$ cat src/rtl/switch_pkg.sv
// Shared switch definitions: egress read FSM states and packet header layout.
package switch_pkg;

  typedef enum logic [2:0] {
    ST_IDLE,
    ST_HDR,
    ST_LEN_WAIT,
    ST_PAYLOAD,
    ST_DRAIN
  } state_e;

  localparam int HDR_DA    = 0;
  localparam int HDR_SA    = 1;
  localparam int HDR_LEN   = 2;
  localparam int HDR_BYTES = 3;

endpackage

$ cat src/rtl/egress_read_ctrl.sv
// Egress read controller: pulls DA,SA,LEN,payload out of a pointer-tracked FIFO.
// Optional `EGRESS_PKT_CNT_EN adds a 16-bit wrapping packet counter output pkt_cnt.
module egress_read_ctrl
  import switch_pkg::*;
#(
  parameter  int FIFO_SIZE = 64,
  parameter  int W_WIDTH   = 8,
  localparam int AW        = $clog2(FIFO_SIZE)
) (
  input  logic               clk,
  input  logic               rst,
  input  logic [AW-1:0]      wr_pos,
  input  logic [AW-1:0]      rd_pos,
  input  logic [W_WIDTH-1:0] fifo_data,
  output logic               fifo_rd_en,
  input  logic               port_rd,
  output logic               port_ready,
  output logic               port_valid,
  output logic [W_WIDTH-1:0] port_data,
  output logic               port_eop
`ifdef EGRESS_PKT_CNT_EN
  ,
  output logic [15:0]        pkt_cnt
`endif
);

  state_e               state_q, state_d;
  logic [1:0]           hdr_cnt_q, hdr_cnt_d;
  logic [W_WIDTH-1:0]   remaining_q, remaining_d;
  logic                 port_valid_q;
  logic                 last_q, last_d;
  logic [AW-1:0]        occ;
  logic                 not_empty;
  logic                 rd_en;

  // Pointer wrap is absorbed by the modular subtraction.
  assign occ       = wr_pos - rd_pos;
  assign not_empty = (occ != '0);

  always_comb begin
    state_d     = state_q;
    hdr_cnt_d   = hdr_cnt_q;
    remaining_d = remaining_q;
    last_d      = 1'b0;
    rd_en       = 1'b0;
    case (state_q)
      ST_IDLE: begin
        hdr_cnt_d = '0;
        if (port_rd && not_empty) state_d = ST_HDR;
      end
      ST_HDR: begin
        if (not_empty) begin
          rd_en     = 1'b1;
          hdr_cnt_d = hdr_cnt_q + 2'd1;
          if (hdr_cnt_q == 2'(HDR_LEN)) state_d = ST_LEN_WAIT;
        end
      end
      ST_LEN_WAIT: begin
        remaining_d = fifo_data;
        state_d     = (fifo_data == '0) ? ST_DRAIN : ST_PAYLOAD;
      end
      ST_PAYLOAD: begin
        if (not_empty) begin
          rd_en       = 1'b1;
          remaining_d = remaining_q - 1'b1;
          if (remaining_q == W_WIDTH'(1)) begin
            last_d  = 1'b1;
            state_d = ST_DRAIN;
          end
        end
      end
      ST_DRAIN: state_d = ST_IDLE;
      default:  state_d = ST_IDLE;
    endcase
  end

  always_ff @(posedge clk or posedge rst) begin
    if (rst) begin
      state_q      <= ST_IDLE;
      hdr_cnt_q    <= '0;
      remaining_q  <= '0;
      port_valid_q <= 1'b0;
      last_q       <= 1'b0;
    end else begin
      state_q      <= state_d;
      hdr_cnt_q    <= hdr_cnt_d;
      remaining_q  <= remaining_d;
      port_valid_q <= rd_en;
      last_q       <= last_d;
    end
  end

  assign fifo_rd_en = rd_en;
  assign port_valid = port_valid_q;
  assign port_data  = port_valid_q ? fifo_data : '0;
  // The LEN byte is on fifo_data exactly while in LEN_WAIT, so a zero length ends the packet there.
  assign port_eop   = port_valid_q &&
                      (last_q || ((state_q == ST_LEN_WAIT) && (fifo_data == '0)));
  assign port_ready = !rst && (state_q == ST_IDLE) && not_empty;

`ifdef EGRESS_PKT_CNT_EN
  logic [15:0] pkt_cnt_q, pkt_cnt_d;

  always_comb pkt_cnt_d = pkt_cnt_q + 16'(port_eop);

  always_ff @(posedge clk or posedge rst) begin
    if (rst) pkt_cnt_q <= '0;
    else     pkt_cnt_q <= pkt_cnt_d;
  end

  assign pkt_cnt = pkt_cnt_q;
`endif

endmodule
$ cat config.mk
export PLATFORM = sky130hd
export DESIGN_NAME = egress_read_ctrl
export DESIGN_NICKNAME = d
export VERILOG_FILES = /design/src/rtl/switch_pkg.sv /design/src/rtl/egress_read_ctrl.sv
export SDC_FILE = /design/constraint.sdc
export NUM_CORES = 1
export LEC_CHECK = 0
export ABC_AREA = 1
export BUFFER_PORTS_ARGS = -buffer_cell sky130_fd_sc_hd__buf_2
export CORE_ASPECT_RATIO = 1.25
export CORE_MARGIN = 2
export CORE_UTILIZATION = 56
export CTS_CLUSTER_SIZE = 14
export DETAILED_ROUTE_END_ITERATION = 8
export PLACE_DENSITY = 0.89
export REMOVE_ABC_BUFFERS = 1
export SYNTH_ARGS = -nofsm -noshare
export SYNTH_HDL_FRONTEND = slang
export SYNTH_SLANG_ARGS = --single-unit
$ cat constraint.sdc
create_clock -name clk -period 4.6 [get_ports clk]
set_input_delay 0.92 -clock clk [delete_from_list [all_inputs] [get_ports clk]]
set_output_delay 0.92 -clock clk [all_outputs]
set_load 0.05 [all_outputs]
Word level (Yosys, flattened, before mapping)
Index checks and enable logic that the tools add are counted.
Storage, ports and cells
  bits in registers: 15
  input bits: 23
  output and inout port bits: 12
  word-level logic and storage cells: 51
Operators by class
  add/sub/neg operators: 3
  equality and inequality tests: 10
  mux-type cells: 17
  reduce and logical (&&, ||, !) cells: 16
Operators by type and width (number)
  $mux 3: 6
  $mux 8: 2
  $pmux 8 s2: 1
  $pmux 3 s4: 1
  $ne 2x2->1 const B: 5
  $eq 8x1->1 const B: 1
  $logic_not 8->1: 1
  $sub 8x1->8 const B: 1
  $eq 3x2->1 const B: 2
  $reduce_bool 6->1: 1
  $sub 6x6->6: 1
  $logic_and 1x1->1: 5
  $mux 1: 5
  $reduce_and 5->1: 1
  $pmux 2 s2: 1
  $reduce_and 2->1: 2
  $reduce_bool 2->1: 2
  $eq 3x1->1 const B: 1
  $logic_not 3->1: 1
  $add 2x1->2 const B: 1
  $eq 2x2->1 const B: 1
  $mux 2: 1
  $reduce_or 2->1: 1
  $logic_not 1->1: 1
  $logic_or 1x1->1: 1

Logic depth before layout (Yosys ltp)
  word-level depth: 5
  depth in mapped cells: 14

Worst setup path before layout
Ideal clock, no wire load.
  path kind: input-to-output
  start point: in rd_pos[3]
  end point: out port_ready
  arrival: 2.743 ns
  required time: 3.680 ns
  path slack: 0.937 ns
  stages: 9
  buffers on the path: 0
  path through: inv_1 ha_1 nor2_1 nand2_1 nand3_1 nor2_2 nand2_2 clkinv_2 nor3_1
Between the ends
  cells in the longest elaborated chain, start to end: 3
Ends and longest elaborated chain
  from (decl): line egress_read_ctrl.sv:13  | input logic [AW-1:0] rd_pos,
  $sub 6x6->6: line egress_read_ctrl.sv:37  | assign occ = wr_pos - rd_pos;
  $reduce_bool 6->1: line egress_read_ctrl.sv:38  | assign not_empty = (occ != '0);
  $logic_and 1x1->1: line egress_read_ctrl.sv:99  | assign port_ready = !rst && (state_q == ST_IDLE) && not_empty;
  to (decl): line egress_read_ctrl.sv:17  | output logic port_ready,
No other way between the ends.

Worst setup path in the final report
  start point: in wr_pos[3]
  end point: out port_ready
Between the ends
  cells in the longest elaborated chain, start to end: 3
Ends and longest elaborated chain
  from (decl): line egress_read_ctrl.sv:12  | input logic [AW-1:0] wr_pos,
  $sub 6x6->6: line egress_read_ctrl.sv:37
  $reduce_bool 6->1: line egress_read_ctrl.sv:38
  $logic_and 1x1->1: line egress_read_ctrl.sv:99
No other way between the ends.

==> flow_summary.yaml <==
run_status:
  status: "finished, final reports clean"
placement:
  io_buffers: 34
  placed_cells: 257
  pre_cts_slack_ps: 1400
  post_dp_cell_area_um2: 1450
  hpwlAfterDp_um: 2100
  gp_congestion: 0.873
power:
  power_density_nw_per_um2: 628
  vdd_drop_max_mv: 0.431
  internal_power_mw: 0.407
  pwr-share-clk_pct: 8.2
  p_comb_share_pct: 62.3
  swShare_pct: 56.2
  p_leak_nw: 0.903
  p_sw_mw: 0.523
  p_seq_share_pct: 29.6
synthesis:
  muxShareOfSynthArea_pct: 0
  ys_seq_area_share_pct: 29.9
  synth.avg_cell_area_um2: 6.47
  synth_compound_area_share_pct: 9.17
  synthAdderAreaFrac_pct: 7.98
  synthSimpleGateAreaFrac_pct: 40.4
  synth_area_um2: 1250
  synth-xor-area-share_pct: 0
  ys_ff_latch: 15
  synth_top_family_by_area: "simple AND/OR/NAND/NOR gates"
  yosysWarnings: 0
  postSynthCellCount: 194
  synth_cell_type_count: 28
clock_network:
  insertion_delay_ps: 280
  clk_path_buf_depth: 2
  ctsHoldBuffers: 0
  cts.reportedPaths.clkPinSlew_ps: 100
  cts_tree: "yes"
  cts_setup_buffers: 0
  htreeDepth: 1
  cts_resized: 0
  cts_sinks: 15
  cts_root_buf: "clkbuf_4"
  numCtsBuffers: 3
grt:
  track_usage_pct: 22.2
  antenna_found_initial: 0
  grt_pass1_vias: 1149
  grt.overflow.total: 0
  grt_max_degree: 16
  grt_pass1_wl_um: 4480
timing:
  clock.fmax_mhz: 314
  final_hold_viol_count: 0
  tightest_slew_ps: 596
  final-max-slew-violation-count: 0
  final-setup-viol-count: 0
  setup_ws_ps: 1410
  setup_tns_ps: 0
  min_period_ps: 3190
  period_share_pct: 69.3
  max_slew_margin_pct: 60.0
  holdWs_ps: 503
  clock_skew_ps: 5.42
  rsz0062_at_grt: "no"
die:
  dieArea_um2: 2640
  std_cell_rows: 19
  die_x_um: 46.3
  ios: 35
  core_area_um2: 2160
  initial_core_util_pct: 58.0
  die_h_um: 56.9
worst_setup_path:
  crit_fanout: 5
  critPathLaunchType: "primary input"
  path_class: "primary input to output port"
  regToRegSetupSlack_ps: 3040
  arrival_ps: 2270
  crit_start: "wr_pos[3]"
  rr_worst_depth: 6
  timing.rr.end: "state_q[1]"
  required_ps: 3680
  r2r_start: "remaining_q[3]"
  crit_path_end_kind: "output port"
detailed_routing:
  drt_wl_total_um: 2550
  antenna_left: 0
  drc: 0
  dr_total_vias: 1312
  wl_per_cell_um: 9.76
  vias_per_cell: 5.03
  drt_iter0_drc: 24
  firstDrtPassIters: 4
layout:
  final_nets: 262
  final_cells: 261
  drive_gt1_share_pct: 22.6
  n_antenna_cell: 0
  final_common_cell: "nand2_1"
  mostFrequentLayoutCells: "nand2_1, inv_1, buf_2"
  design_area_um2: 1480
  synthToLayoutAreaGrowth_pct: 17.9
job:
  drv_cap: 0
hold_path:
  hold_start: "hdr_cnt_q[0]"
  whs_endpoint: "hdr_cnt_q[0]"
  holdPathStages: 1
  worstHoldPathType: "flop to flop"
## synth_stat cells (all sizes together)
cell / instances / area, um^2
nand2: 61 / 258
inv: 37 / 141
nor2: 21 / 81.3
nand3: 16 / 80.1
dfrtp: 15 / 375
o21ai: 13 / 65.1
ha: 8 / 100
a21oi: 5 / 28.8
nor3: 5 / 36.3
nand4: 4 / 31.3
or2: 2 / 12.5
a31oi: 1 / 6.26
buf: 1 / 7.51
clkbuf: 1 / 3.75
clkinv: 1 / 5.00
nand3b: 1 / 7.51
o21a: 1 / 7.51
o21bai: 1 / 7.51
## stage by stage
stage | util [%] | power, mW
2_1_floorplan | - | 0.727
3_3_place_gp | 67.1 | 0.844
3_5_place_dp | 67.1 | 0.855
4_1_cts | 68.4 | 0.931
5_1_grt | 68.4 | 1.02
6_report | 68.4 | 0.929
## power by group through the flow
stage	Sequential (mW)	Combinational (mW)	Clock, mW
detailed placement	0.276	0.579	0
global placement	0.274	0.570	0
finish	0.275	0.579	0.0760
CTS	0.274	0.580	0.0771
floorplan	0.271	0.456	0
global route	0.284	0.651	0.0860
## routing by layer
metal	global-route usage [%]	routed length (um)	share of wire (%)
met5	0	0	0
met1	27.6	1120	44
met4	6.53	26	1.0
met3	3.54	101	4.0
met2	38.1	1300	51
## layout make-up
type / instances / area, um^2
tap: 31 / 38.8
multi-input combinational: 139 / 722
inverter: 38 / 146
timing repair buffer: 34 / 170
clock inverter: 1 / 5.00
sequential: 15 / 375
fill: 185 / 683
clock buffer: 3 / 22.5
## worst max-delay path: stages
cell and delay (ps):
buf_2 100, ha_1 340, nor2_1 100, nand2_1 60, nand3_1 90, nor2_2 50, nand2_2 80, clkinv_2 100
nor3_1 150, buf_2 290
## cell families (layout without fill, tap and decap cells)
kind of cell               count (synthesis)  in the layout
AOI/OAI and AO/OA                         21             21
adders and majority gates                  8              8
buffers and inverters                     40             76
DFF                                       15             15
and+or+nand+nor                          110            110
## sequential cells by signal, summed over array words and instances (netlist names)
| register | count |
|---|---|
| state_q | 3 |
| hdr_cnt_q | 2 |
| last_q | 1 |
| remaining_q | 8 |
| port_valid | 1 |
## worst max path at each step
stage / end / cells past startpoint
3_3_place_gp: fifo_rd_en / 10
3_5_place_dp: port_ready / 10
2_1_floorplan: port_ready / 9
4_1_cts: port_ready / 10
5_1_grt: port_ready / 11
6_report: port_ready / 10
Note: power is estimated with default switching activity, not from simulation.
